$ cat src/rtl/if_fetch_unit.sv
// if_fetch_unit: RV32I fetch stage owning the PC, the imem req/gnt/rvalid port and a fetch buffer.
// Optional IF_MISALIGN_TRAP_EN: a misaligned redirect halts fetch and raises fetch_misalign_o.
module if_fetch_unit #(
    parameter logic [31:0] RESET_PC  = 32'h0000_0000,
    parameter int          FB_DEPTH  = 2,
    parameter logic [31:0] NOP_INSTR = 32'h0000_0013
) (
    input  logic        clk,
    input  logic        rst,
    input  logic        stall_i,
    input  logic        redirect_i,
    input  logic [31:0] redirect_pc_i,
    output logic        imem_req_o,
    output logic [31:0] imem_addr_o,
    input  logic        imem_gnt_i,
    input  logic        imem_rvalid_i,
    input  logic [31:0] imem_rdata_i,
    output logic [31:0] pc_o,
    output logic [31:0] instr_o,
    output logic        valid_o,
    output logic        fetch_misalign_o
);

    localparam int AW = (FB_DEPTH > 1) ? $clog2(FB_DEPTH) : 1;
    localparam int CW = AW + 1;
    localparam int RW = AW + 2;

`ifdef IF_MISALIGN_TRAP_EN
    typedef enum logic [1:0] {IDLE, WAIT, DISCARD, HALT} state_t;
`else
    typedef enum logic [1:0] {IDLE, WAIT, DISCARD} state_t;
`endif

    state_t        state;
    logic [31:0]   pc_q;
    logic [31:0]   req_pc_q;
    logic [31:0]   fb_pc    [FB_DEPTH];
    logic [31:0]   fb_instr [FB_DEPTH];
    logic [AW-1:0] rd_ptr;
    logic [AW-1:0] wr_ptr;
    logic [CW-1:0] count;
    logic [RW-1:0] reserved;
    logic [31:0]   target;
    logic          busy;
    logic          pend;
    logic          window;
    logic          push;
    logic          pop;
    logic          fire;

    assign busy   = (state == WAIT) || (state == DISCARD);
    assign window = (state == IDLE) || (busy && imem_rvalid_i);
    assign push   = (state == WAIT) && imem_rvalid_i;
    assign valid_o = (count != '0);
    assign pop    = valid_o && !stall_i;
    assign target = redirect_pc_i & 32'hFFFF_FFFC;

    // Slots already spoken for once this edge retires the head.
    assign reserved = RW'(count) + RW'(state == WAIT) - RW'(pop);

    assign imem_req_o = !rst && window && !redirect_i
                      && (reserved < RW'(FB_DEPTH));
    assign imem_addr_o = pc_q;
    assign fire = imem_req_o && imem_gnt_i;

    assign pc_o    = valid_o ? fb_pc[rd_ptr] : 32'h0;
    assign instr_o = valid_o ? fb_instr[rd_ptr] : NOP_INSTR;

`ifdef IF_MISALIGN_TRAP_EN
    logic misalign;
    logic misalign_q;
    logic halt_busy;

    assign misalign = |redirect_pc_i[1:0];
    assign pend = busy || ((state == HALT) && halt_busy);
    assign fetch_misalign_o = misalign_q;
`else
    assign pend = busy;
    assign fetch_misalign_o = 1'b0;
`endif

    always_ff @(posedge clk or posedge rst) begin
        if (rst) begin
            state    <= IDLE;
            pc_q     <= RESET_PC;
            req_pc_q <= 32'h0;
            count    <= '0;
            rd_ptr   <= '0;
            wr_ptr   <= '0;
            for (int i = 0; i < FB_DEPTH; i++) begin
                fb_pc[i]    <= 32'h0;
                fb_instr[i] <= NOP_INSTR;
            end
`ifdef IF_MISALIGN_TRAP_EN
            misalign_q <= 1'b0;
            halt_busy  <= 1'b0;
`endif
        end else if (redirect_i) begin
            count  <= '0;
            rd_ptr <= '0;
            wr_ptr <= '0;
            pc_q   <= target;
`ifdef IF_MISALIGN_TRAP_EN
            misalign_q <= misalign;
            if (misalign) begin
                state     <= HALT;
                halt_busy <= pend && !imem_rvalid_i;
            end else begin
                state     <= (pend && !imem_rvalid_i) ? DISCARD : IDLE;
                halt_busy <= 1'b0;
            end
`else
            state <= (pend && !imem_rvalid_i) ? DISCARD : IDLE;
`endif
        end else begin
            if (fire) begin
                req_pc_q <= pc_q;
                pc_q     <= pc_q + 32'd4;
            end
            if (push) begin
                fb_pc[wr_ptr]    <= req_pc_q;
                fb_instr[wr_ptr] <= imem_rdata_i;
                wr_ptr           <= wr_ptr + AW'(1);
            end
            if (pop) begin
                rd_ptr <= rd_ptr + AW'(1);
            end
            if (push && !pop) begin
                count <= count + CW'(1);
            end else if (!push && pop) begin
                count <= count - CW'(1);
            end
            unique case (state)
                IDLE: begin
                    if (fire) state <= WAIT;
                end
                WAIT, DISCARD: begin
                    if (imem_rvalid_i) state <= fire ? WAIT : IDLE;
                end
`ifdef IF_MISALIGN_TRAP_EN
                HALT: begin
                    if (imem_rvalid_i) halt_busy <= 1'b0;
                end
`endif
                default: state <= IDLE;
            endcase
        end
    end

endmodule
$ cat config.mk
export PLATFORM = sky130hd
export DESIGN_NAME = if_fetch_unit
export DESIGN_NICKNAME = d
export VERILOG_FILES = /design/src/rtl/if_fetch_unit.sv
export SDC_FILE = /design/constraint.sdc
export NUM_CORES = 1
export LEC_CHECK = 0
export ABC_CLOCK_PERIOD_IN_PS = 12800
export CORE_MARGIN = 3
export CORE_UTILIZATION = 45
export CTS_CLUSTER_SIZE = 40
export DETAILED_ROUTE_END_ITERATION = 8
export PLACE_DENSITY = 0.79
export REMOVE_ABC_BUFFERS = 1
export SYNTH_ARGS = -nofsm -noshare
export SYNTH_HDL_FRONTEND = slang
export SYNTH_SLANG_ARGS = --single-unit
export TNS_END_PERCENT = 30
$ cat constraint.sdc
create_clock -name clk -period 12.8 [get_ports clk]
set_input_delay 2.56 -clock clk [delete_from_list [all_inputs] [get_ports clk]]
set_output_delay 2.56 -clock clk [all_outputs]
set_load 0.01 [all_outputs]
-- After elaboration in Yosys (flattened, before gate mapping)
Cells that the tools add are included.
- output and inout bits: 99
- input port bits: 70
- RAM bits: 0
- bits in read-only memories: 0
- flip-flop bits (word level): 198
- bits in latches: 0
- memories kept: 0
- word-level logic and storage cells: 84
- muxes and demuxes: 27
- bitwise logic cells: 3
- multipliers: 0
- order comparisons: 4
- add/sub/neg operators: 7
- divide/modulo/power cells: 0
- shift operators: 0
- reductions and logical operators: 29
- equal/unequal tests: 4
- operators with widths (operator ; count):
    $mux 32 ; 11
    $bwmux 64 ; 2
    $add 32x3->32 const B ; 1
    $demux 32 s1 ; 1
    $mux 2 ; 7
    $logic_and 1x1->1 ; 11
    $reduce_bool 2->1 ; 4
    $logic_not 1->1 ; 6
    $ne 3x3->1 const B ; 2
    $reduce_and 2->1 ; 3
    $mux 1 ; 5
    $ge 2x2->1 const B ; 2
    $not 1->2 ; 2
    $pmux 2 s2 ; 1
    $add 2x1->3 ; 1
    $lt 3x2->1 const B ; 1
    $reduce_bool 3->1 ; 1
    $sub 3x1->3 ; 1
    $add 1x1->1 const B ; 2
    $add 2x1->2 const B ; 1
    $eq 2x1->1 const B ; 1
    $eq 2x2->1 const B ; 1
    $logic_not 2->1 ; 1
    $logic_or 1x1->1 ; 2
    4 further kinds ; 4

-- Longest topological paths before layout
- depth after elaboration: 12
- gate-level depth with buffers: 13

-- Least setup slack after synthesis
Ideal clock, no wire load.
- path type: input -> output
- start: in stall_i
- end: out imem_req_o
- required time: 10240 ps
- stages on the path: 6
- path slack: 6175 ps
- data arrival time: 4065 ps
- cells stage by stage: nor2_1 ha_1 nand2b_1 fa_1 nor3b_2 and3_1
- longest elaborated chain between the ends: 5
- ends and longest elaborated chain (element ; line ; RTL):
    start: declaration ; 10 ; input logic stall_i,
    $logic_not 1->1 ; 55 ; assign pop = valid_o && !stall_i;
    $logic_and 1x1->1 ; 55 ;
    $sub 3x1->3 ; 59 ; assign reserved = RW'(count) + RW'(state == WAIT) - RW'(pop);
    $lt 3x2->1 ; 62 ; && (reserved < RW'(FB_DEPTH));
    $logic_and 1x1->1 ; 62 ;
    end: declaration ; 13 ; output logic imem_req_o,
Every way passes these cells.

-- Final worst setup path
Same ends and word-level chain as after synthesis.

==> impl_metrics.yaml <==
placed_design:
  dp_slack_ns: 5.08
  dp_hpwl_um: 13000
  gp_congestion: 0.759
  io_buffers: 161
pwr:
  clkPwrFrac_pct: 33.8
  swShare_pct: 26.7
  switchingPower_mw: 0.424
  intPower_mw: 1.17
  power_frac_comb_pct: 16.7
  total_power_mw: 1.59
  pwr-share-seq_pct: 49.5
  p_leak_nw: 4.95
  ir_worst_vdd_uv: 92.1
  power_density_nw_per_um2: 140
global_route:
  groute.usage.overall_pct: 19.4
  grt.overflow.total: 0
  grt_pass1_vias: 6477
  grt_antenna_before_repair: 0
  grt_pass1_wl_um: 33900
  grt_max_degree: 112
outcome:
  status: "completed"
floorplan:
  rows: 50
  boundaryPins: 169
  die_area_um2: 21600
  core_um2: 19100
  dieWidth_um: 147
  start_util_pct: 46.8
  die_y_um: 147
clocking:
  post-cts-setup-buffers: 0
  clkLatencyLatePin_ns: 0.42
  cts.path.max_buffers: 2
  cts_buffers: 17
  cts_resized: 0
  clock_sinks: 190
  ctsHoldBuffers: 0
  htreeDepth: 4
  clk_pin_slew_worst_paths_ns: 0.07
  cts_tree: "yes"
  root_buffer: "clkbuf_16"
synth:
  synth-seq-cells: 190
  ys_warn_count: 0
  yosys-top-cells-count: "dfrtp_1, nand2_1, mux2_2"
  seq_area_frac_synth_pct: 53.2
  ys.flop_type: "dfrtp_1"
  synth_edf_count: 0
  synth_top_area_share_pct: 51.4
  synth_area_um2: 8950
  yosysUniqueCellTypes: 49
  netlist_instances: 792
  async_reset_ff_share_pct: 100
  yosys-top-cells-area: "dfrtp_1, mux2_2, mux2i_1, nand2_1, nor2_1"
  synth_top_area_cell: "dfrtp_1"
  yosys.cell_count.top_type: "dfrtp_1"
  avgSynthCellArea_um2: 11.3
timing:
  holdWs_ns: 0.494
  final.period_utilization_pct: 60.3
  tightest_slew_ns: 0.975
  timing_hold_violations_final: 0
  fmax_mhz: 130
  setup_viol_count_final: 0
  drv_slew: 0
  slew_headroom_pct: 35.0
  min_period_ns: 7.72
  fin_tns_setup_ns: 0
  fin_ws_ns: 5.08
  grt_setup_unrepaired: "false"
  skew_ns: 0.00867
drt:
  wl_um: 20700
  ant_nets: 0
  drc: 0
  wl_per_cell_um: 17.2
  viasPerCell: 5.31
  vias: 6399
  dr.pass1.iters: 5
  first_iter_violations: 330
critical_path:
  worst_ep_required_time_ns: 10.24
  worst_ep_arrival_time_ns: 5.16
  worstSetupPathType: "input pin to output port"
  cp-start-kind: "input pin"
  crit_fanout: 4
  crit_path_end_kind: "output port"
cells_and_area:
  antennaDiodeCount: 0
  nNetsFinal: 1008
  area_growth_syn_to_layout_pct: 26.5
  layout-drive-gt1-share_pct: 19.6
flow_run:
  maxCapViolCount: 0
worst_hold_path:
  hp-class: "flip-flop to flip-flop"
## kinds of logic (layout without fill, tap and decap cells)
family	after synthesis	after routing	share of synthesized area, %
muxes	189	189	22.9
AOI/OAI and AO/OA	62	62	4.53
xor gates and xnor gates	14	14	1.37
other	1	5	0.0419
and+or+nand+nor	270	270	13.8
DFF	190	190	53.2
adders and majority gates	6	6	0.922
buffers and inverters	60	209	3.24
## registers in the layout, summed over array words and instances (netlist names)
register	cells
rd_ptr	1
count	2
imem_addr_o	30
fb_instr	64
req_pc_q	30
state	2
fb_pc	60
wr_ptr	1
## worst max-delay path, cell delays in order
cell,delay [ns]
clkdlybuf4s50_1,0.44
nor2_1,0.28
ha_1,0.29
nand2b_1,0.16
fa_1,0.48
nor3b_2,0.22
and3_1,0.19
clkdlybuf4s50_1,0.53
## final timing paths
check | startpoint | endpoint | slack [ns] | cells after the start
setup reg to reg | count[1]$_DFFE_PP0P_ | imem_addr_o[13]$_DFFE_PP0P_ | 9.20 | 11
setup / recovery | stall_i | imem_req_o | 5.08 | 8
hold reg to reg | req_pc_q[13]$_DFFE_PP0P_ | req_pc_q[13]$_DFFE_PP0P_ | 0.49 | 2
max in group asynchronous | rst | fb_instr[20]$_DFFE_PP0P_ | 8.56 | 3
hold / removal | req_pc_q[13]$_DFFE_PP0P_ | req_pc_q[13]$_DFFE_PP0P_ | 0.49 | 2
min in group asynchronous | rst | state[0]$_DFFE_PP0P_ | 2.77 | 2
## cells in the final DEF, fill, tap and decap left out, types with 3 or more instances in the layout
cell             count
nor2_1              76
buf_4                8
a31oi_1              6
o311ai_1             3
nand4_1             14
xnor2_1              9
bufinv_16            3
xor2_1               5
conb_1               5
ha_1                 5
o211ai_1            12
clkbuf_1             3
nand2_1            132
nand2b_1             3
o21ai_0             21
inv_1                7
a41oi_1              3
dfrtp_1            183
mux2_2             126
inv_6                3
and2_1               5
dfstp_2              6
a21oi_1              6
clkdlybuf4s50_1    160
clkbuf_16           17
clkinvlp_4           5
nand3b_1             4
and3_1               7
a32oi_1              3
nand3_1             10
mux2i_1             63
## routing by layer
metal	track usage (%)	share of wire, %	wire length [µm]
met1	27.3	46	9520
met2	31.3	47	9760
met3	3.76	5.7	1170
met4	4.71	1.2	241
met5	0	0	0
## layout make-up
class / count / area, µm²
Clock buffer: 20 / 437
Multi-Input combinational cell: 546 / 3930
Timing Repair Buffer: 169 / 1670
Inverter: 8 / 37.5
Sequential cell: 190 / 4770
Fill cell: 1643 / 7820
Clock inverter: 12 / 159
Tap cell: 260 / 325
## power groups by stage
| stage | Combinational, mW | Sequential [mW] | Clock [mW] |
|---|---|---|---|
| 2_1_floorplan | 0.171 | 0.781 | 0 |
| 3_3_place_gp | 0.262 | 0.791 | 0 |
| 3_5_place_dp | 0.270 | 0.798 | 0 |
| 4_1_cts | 0.271 | 0.787 | 0.549 |
| 5_1_grt | 0.297 | 0.803 | 0.573 |
| 6_report | 0.266 | 0.786 | 0.537 |
## metrics by stage
step	utilization (%)	std cells	cell area [µm²]
6_report	59.1	1205	11300
5_1_grt	59.1	1205	11300
4_1_cts	59.1	1205	11300
3_5_place_dp	56.0	1173	10700
3_3_place_gp	56.0	1173	10700
2_1_floorplan	-	744	8710
(Power assumes the default switching activity.)
